## src/rtl/imem_fetch_arbiter.sv

```systemverilog
// Shares a 4096x8 synchronous instruction RAM between 32-bit big-endian fetches and loader byte writes.
// Optional feature: define IMEM_MISALIGN_TRAP_EN to trap misaligned fetches instead of reading them.
module imem_fetch_arbiter #(
   parameter int ADDR_W   = 12,
   parameter int FAIR_MAX = 4
) (
   input  logic              clk,
   input  logic              reset,
   input  logic              fetch_req,
   input  logic [31:0]       fetch_addr,
   output logic              fetch_ready,
   output logic              fetch_valid,
   output logic [31:0]       fetch_inst,
   output logic              fetch_err,
   input  logic              ld_req,
   input  logic [ADDR_W-1:0] ld_addr,
   input  logic [7:0]        ld_data,
   output logic              ld_ack,
   output logic              mem_en,
   output logic              mem_we,
   output logic [ADDR_W-1:0] mem_addr,
   output logic [7:0]        mem_wdata,
   input  logic [7:0]        mem_rdata,
   output logic              busy
);

   localparam int SW = $clog2(FAIR_MAX + 1);
   localparam logic [SW-1:0] FAIR_LIM = SW'(FAIR_MAX);

   typedef enum logic [1:0] {S_IDLE, S_RD, S_TAIL, S_WR} state_t;

   state_t            state_q, state_d;
   logic [1:0]        cnt_q, cnt_d;
   logic [ADDR_W-1:0] base_q, base_d;
   logic [23:0]       bytes_q, bytes_d;
   logic [31:0]       inst_q, inst_d;
   logic              valid_q, valid_d;
   logic [SW-1:0]     streak_q, streak_d;
   logic              ld_win;
   logic              mis;
   logic              trap_q, trap_d;
   logic              unused_fetch_hi;

   // Address bits above the RAM are don't-care for fetches.
   assign unused_fetch_hi = ^fetch_addr[31:ADDR_W];

   assign ld_win = ld_req & (streak_q < FAIR_LIM);

`ifdef IMEM_MISALIGN_TRAP_EN
   logic err_q, err_d;

   assign mis       = (fetch_addr[1:0] != 2'b00);
   assign fetch_err = err_q;

   always_ff @(posedge clk or negedge reset) begin
      if (!reset) begin
         trap_q <= 1'b0;
         err_q  <= 1'b0;
      end else begin
         trap_q <= trap_d;
         err_q  <= err_d;
      end
   end

   always_comb begin
      trap_d = trap_q;
      err_d  = err_q;
      if (state_q == S_IDLE && fetch_req && !ld_win) trap_d = mis;
      if (state_q == S_TAIL) begin
         err_d  = trap_q;
         trap_d = 1'b0;
      end
   end
`else
   assign mis       = 1'b0;
   assign fetch_err = 1'b0;
   assign trap_q    = 1'b0;
   assign trap_d    = 1'b0;
`endif

   // State register
   always_ff @(posedge clk or negedge reset) begin
      if (!reset) state_q <= S_IDLE;
      else        state_q <= state_d;
   end

   // Next-state logic
   always_comb begin
      state_d = state_q;
      case (state_q)
         S_IDLE: begin
            if (ld_win)         state_d = S_WR;
            else if (fetch_req) state_d = mis ? S_TAIL : S_RD;
         end
         S_RD:    if (cnt_q == 2'd3) state_d = S_TAIL;
         S_TAIL:  state_d = S_IDLE;
         S_WR:    state_d = S_IDLE;
         default: state_d = S_IDLE;
      endcase
   end

   // Output decode
   always_comb begin
      mem_en      = 1'b0;
      mem_we      = 1'b0;
      mem_addr    = '0;
      mem_wdata   = 8'h00;
      ld_ack      = 1'b0;
      fetch_ready = 1'b0;
      busy        = (state_q != S_IDLE);
      case (state_q)
         S_IDLE: fetch_ready = fetch_req & ~ld_win;
         S_RD: begin
            mem_en   = 1'b1;
            mem_addr = base_q + {{(ADDR_W-2){1'b0}}, cnt_q};
         end
         S_WR: begin
            mem_en    = 1'b1;
            mem_we    = 1'b1;
            mem_addr  = ld_addr;
            mem_wdata = ld_data;
            ld_ack    = 1'b1;
         end
         default: ;
      endcase
   end

   always_ff @(posedge clk or negedge reset) begin
      if (!reset) begin
         cnt_q    <= 2'd0;
         base_q   <= '0;
         bytes_q  <= 24'h0;
         inst_q   <= 32'h0;
         valid_q  <= 1'b0;
         streak_q <= '0;
      end else begin
         cnt_q    <= cnt_d;
         base_q   <= base_d;
         bytes_q  <= bytes_d;
         inst_q   <= inst_d;
         valid_q  <= valid_d;
         streak_q <= streak_d;
      end
   end

   // Datapath: byte n arrives the cycle after its read, so RD cnt>0 and RD_TAIL capture.
   always_comb begin
      cnt_d   = cnt_q;
      base_d  = base_q;
      bytes_d = bytes_q;
      inst_d  = inst_q;
      valid_d = 1'b0;
      case (state_q)
         S_IDLE: begin
            if (fetch_req && !ld_win) begin
               base_d = fetch_addr[ADDR_W-1:0];
               cnt_d  = 2'd0;
            end
         end
         S_RD: begin
            if (cnt_q != 2'd0) bytes_d = {bytes_q[15:0], mem_rdata};
            cnt_d = cnt_q + 2'd1;
         end
         S_TAIL: begin
            valid_d = 1'b1;
            inst_d  = trap_q ? 32'h0 : {bytes_q, mem_rdata};
         end
         default: ;
      endcase
   end

   // Loader streak only counts grants that actually made a pending fetch wait.
   always_comb begin
      streak_d = streak_q;
      if (!fetch_req)
         streak_d = '0;
      else if (state_q == S_IDLE)
         streak_d = ld_win ? streak_q + 1'b1 : '0;
   end

   assign fetch_valid = valid_q;
   assign fetch_inst  = inst_q;

endmodule

```

## config.mk

```make
export PLATFORM = sky130hd
export DESIGN_NAME = imem_fetch_arbiter
export DESIGN_NICKNAME = d
export VERILOG_FILES = /design/src/rtl/imem_fetch_arbiter.sv
export SDC_FILE = /design/constraint.sdc
export NUM_CORES = 1
export LEC_CHECK = 0
export BUFFER_PORTS_ARGS = -buffer_cell sky130_fd_sc_hd__clkbuf_2
export CAP_MARGIN = 20
export CELL_PAD_IN_SITES_DETAIL_PLACEMENT = 2
export CELL_PAD_IN_SITES_GLOBAL_PLACEMENT = 2
export CORE_ASPECT_RATIO = 0.8
export CORE_UTILIZATION = 34
export CTS_CLUSTER_DIAMETER = 80
export CTS_CLUSTER_SIZE = 10
export DETAILED_ROUTE_END_ITERATION = 16
export PLACE_DENSITY = 0.94
export SETUP_SLACK_MARGIN = 0.4
export SLEW_MARGIN = 25
export SYNTH_ARGS = -nofsm -noshare
export SYNTH_HDL_FRONTEND = slang
export SYNTH_SLANG_ARGS = --single-unit
```

## constraint.sdc

```tcl
create_clock -name clk -period 3.4 [get_ports clk]
set_input_delay 0 -clock clk [delete_from_list [all_inputs] [get_ports clk]]
set_output_delay 0 -clock clk [all_outputs]
set_load 0.005 [all_outputs]
```

Word level (Yosys, flattened, before mapping)
Index checks and enable logic that the tools add are counted.
Cells by class
  muxes and demuxes: 15
  order comparisons: 1
  equality and inequality tests: 8
  reduce and logical (&&, ||, !) cells: 12
  $add $sub $neg: 3
  bitwise operators: 3
Operators with widths (number)
  $pmux W12 S2: 1
  $add A12 B2 Y12: 1
  $mux W3: 3
  $mux W2: 4
  $mux W8: 1
  $reduce_and A2 Y1: 4
  $eq A2 B2 Y1 const B: 3
  $pmux W2 S3: 1
  $reduce_bool A2 Y1: 3
  $mux W1: 4
  $ne A2 B2 Y1 const B: 2
  $pmux W2 S2: 1
  $reduce_or A2 Y1: 2
  $add A3 B1 Y3 const B: 1
  $lt A3 B3 Y1 const B: 1
  $ne A3 B3 Y1 const B: 1
  $add A2 B1 Y2 const B: 1
  $and A1 B1 Y1: 2
  $eq A2 B1 Y1 const B: 1
  $logic_not A2 Y1: 1
  $ne A2 B1 Y1 const B: 1
  $logic_and A1 B1 Y1: 1
  $logic_not A1 Y1: 1
  $not A1 Y1: 1
Word-level totals
  register bits after elaboration: 76

Longest topological paths before layout
  word-level depth: 6
  depth in mapped cells: 7
  gate-level depth less buffers: 7

Worst setup path before layout
OpenSTA, ideal clock, no wires.
  kind: register to output
  from: reg cnt_q[0]
  to: out mem_addr[4]
  path buffers: 0
  required time: 3400 ps
  setup slack: 1789 ps
  data arrival time: 1611 ps
  cell stages (with the launch flop): 8
  path through: dfrtp_1 > ha_1 > inv_1 > fa_1 > nand3b_1 > xor2_1 > nand2_1 > o211a_1
Between the ends
  cells in the longest elaborated chain, start to end: 2
RTL lines
  start, declared: line 33  | logic [1:0] cnt_q, cnt_d;
  start signal, assigned: line 137  | cnt_q <= cnt_d;
  $add A12 B2 Y12: line 115  | mem_addr = base_q + {{(ADDR_W-2){1'b0}}, cnt_q};
  $pmux W12 S2: line 111  | case (state_q)
  end, declared: line 21  | output logic [ADDR_W-1:0] mem_addr,
No other way between the ends.

Worst setup path after layout
  from: reg cnt_q[0]
  to: out mem_addr[8]
Same word-level chain as after synthesis.

==> flow_metrics.env <==
export IMPL_outcome="finished, final reports clean"
export IMPL_die_x_microns=114
export IMPL_yosysWarnings=0
export IMPL_clk_pin_slew_worst_paths_ns=0.06
export IMPL_clock_latency_ns=0.32
export IMPL_worst_pin_slew_ns=0.789
export IMPL_critPathKind="reg2out"
export IMPL_initial_core_util=0.354
export IMPL_fmax_mhz=439
export IMPL_port_buffers=101
export IMPL_fin_ws_ns=1.12
export IMPL_yosys_cell_types_count=36
export IMPL_clock_skew_ns=0.00585
export IMPL_synth_flop_cell="dfrtp_1"
export IMPL_post_drt_wl_per_cell_microns=18.0
export IMPL_path_delay_family="adder cells"
export IMPL_drive_gt1_frac=0.500
export IMPL_ios=123
export IMPL_wl_mm=9.38
export IMPL_grt_total_usage=0.190
export IMPL_syn_area_sq_um=3440
export IMPL_fin_crit_ns=2.28
export IMPL_slew_viol_final=0
export IMPL_cts_sinks=76
export IMPL_tns_ns=0
export IMPL_cpMaxStageDelayCell="fa_1"
export IMPL_syn_nets=329
export IMPL_synth_area_leaders="dfrtp_1, mux2_2, ha_1"
export IMPL_die_area_sq_um=10500
export IMPL_met3_length_microns=257
export IMPL_gr_total_overflow=0
export IMPL_hold_buffers=22
export IMPL_setup_violations=0
export IMPL_multiInputGateArea_sq_um=1410
export IMPL_relSlewSlack=0.474
export IMPL_vias_per_cell=4.73
export IMPL_dr_total_vias=2461
export IMPL_finalCritPeriodShare=0.671
export IMPL_seq_area_sq_um=1900
export IMPL_power_total_mw=4.46
export IMPL_coreArea_sq_um=9730
export IMPL_post_cts_buffers=0
export IMPL_num_fill_cells=1007
export IMPL_synth_edff_count=0
export IMPL_final_hold_violation_count=0
export IMPL_p_leak_nw=2.19
export IMPL_rsz0062_at_grt="false"
export IMPL_place_congestion=0.711
export IMPL_antenna_found_initial=0
export IMPL_syn_instance_count=259
export IMPL_grt_pass1_vias=2796
export IMPL_synth_top_cell_area_share=0.553
export IMPL_n_antenna_cell=0
export IMPL_cp_data_arrival_time_ns=2.28
export IMPL_top_layer="met4"
export IMPL_route_met2_wl_mm=5.31
export IMPL_root_buffer="clkbuf_16"
export IMPL_synth_top_cell_by_area="dfrtp_1"
export IMPL_hpwl_mm=6.26
export IMPL_cts_resized=0
export IMPL_max_cap_viol_count=0
export IMPL_crit_path_start_kind="register"
export IMPL_ys_seq_area_frac=0.553
export IMPL_clk_path_buf_depth=2
export IMPL_area_growth_pct=32.1
export IMPL_hold_path_class="in2reg"
export IMPL_cts_made_buffers=9
export IMPL_nNetsFinal=450
export IMPL_max_stage_delay_ns=0.50
export IMPL_yosys_register_bits=76
export IMPL_fin_hold_ws_ns=0.0876
export IMPL_grt_max_degree=77
export IMPL_tritoncts="done"
export IMPL_synth_most_common_cell="dfrtp_1"
export IMPL_powerDensity_nw_per_um2=981
export IMPL_grt_pass1_wl_mm=15.0
export IMPL_die_height_microns=92.0
export IMPL_synthArstFlopShare=1.00
export IMPL_ir_worst_vdd_mv=0.458
export IMPL_endpoint_kind="output pin"
export IMPL_pre_cts_ws_ns=1.24
export IMPL_avgSynthCellArea_sq_um=13.3
export IMPL_drc=0
export IMPL_post_route_util=0.467
export IMPL_htree_levels=3
export IMPL_dr_pass1_iters=4
export IMPL_wl_met1_mm=3.69
export IMPL_required_ns=3.40
export IMPL_ant_nets=0
export IMPL_drt_iter0_drc=72
export IMPL_synthTopCellsByCount="dfrtp_1, mux2_2, o21ai_0"
export IMPL_path_max_fanout=5
export IMPL_worst_path_buf_inv=2
export IMPL_rows=32
export IMPL_crit_chain="ha_1 -> inv_1 -> fa_1 -> and4bb_2 -> xnor2_1 -> a21oi_1 -> clkbuf_2"
layer usage:
| layer | vias up | global-route usage |
|---|---|---|
| met5 | - | 0 |
| met4 | 0 | 0.0563 |
| met3 | 10 | 0.0390 |
| met2 | 48 | 0.368 |
| met1 | 1266 | 0.207 |
| li1 | 1137 | - |
tightest hold or removal path, delay by kind of cell:
| family | cells | cell delay (ns) |
|---|---|---|
| AND/OR/NAND/NOR | 1 | 0.18 |
| buffers and inverters | 1 | 0.08 |
| AO/OA/AOI/OAI | 1 | 0.11 |
layout make-up:
type	instances	area share
clock inverters	2	0.00220
flip-flops and latches	76	0.419
clock buffers	13	0.0573
well taps	136	0.0375
inverters	9	0.00744
repair buffers	126	0.166
multi-input cells	158	0.311
power by group:
part           leakage [nW]  internal, mW  switching, mW
registers             0.910          1.36          0.386
logic                  1.14         0.997          0.847
clock network         0.135         0.528          0.336
metrics by stage:
stage               cell area, sq um  instances
global route                    4540        520
global placement                4050        483
detailed placement              4050        483
CTS                             4540        520
floorplan                       3440        259
finish                          4540        520
cell usage in the layout, fill, tap and decap left out, types with 2 or more instances in the layout:
cell type        n
clkbuf_8         2
mux2_2          68
nor3_1           2
ha_1             5
inv_1            9
xor2_1           3
buf_4            3
nor2_1           5
and3_1           8
nand3_1          4
xnor2_1          7
clkinv_2         2
o211a_1          2
nand2_1          6
dfrtp_1         76
dlygate4sd3_1   22
nor2b_1          4
clkbuf_16        9
clkbuf_1         2
a22oi_1          2
a21oi_1         10
nor2_2           2
o21ai_0         11
clkbuf_2       100
and2_1           3
nand2b_1         3
path summary, 6_finish.rpt:
check | slack (ns) | depth (start not counted) | from | endpoint
worst max-delay path | 1.12 | 7 | cnt_q[0]$_DFFE_PN0P_ | mem_addr[8]
worst min-delay path | 0.09 | 3 | ld_req | state_q[0]$_DFFE_PN0P_
worst max register to register | 1.22 | 6 | state_q[1]$_DFFE_PN0P_ | bytes_q[4]$_DFFE_PN0P_
worst min register to register | 0.51 | 1 | fetch_inst[27]$_DFFE_PN0P_ | fetch_inst[27]$_DFFE_PN0P_
max in group asynchronous | 2.64 | 2 | reset | fetch_inst[17]$_DFFE_PN0P_
min in group asynchronous | 0.29 | 2 | reset | fetch_inst[28]$_DFFE_PN0P_
flip-flops by register name, summed over array words and instances, names as in the netlist:
| register | flops |
|---|---|
| base_q | 12 |
| bytes_q | 24 |
| cnt_q | 2 |
| fetch_inst | 32 |
| fetch_valid | 1 |
| state_q | 2 |
| streak_q | 3 |
kinds of logic (layout without fill, tap and decap cells):
group,count (synthesis),count (layout),share of synthesized area
and+or+nand+nor,45,45,0.0891
muxes,69,69,0.226
AOI/OAI and AO/OA,27,27,0.0455
buffers and inverters,25,150,0.0364
xor gates and xnor gates,10,10,0.0255
adders and majority gates,6,6,0.0240
other,1,1,0.00109
DFF,76,76,0.553
Note: power is estimated with default switching activity, not from simulation.
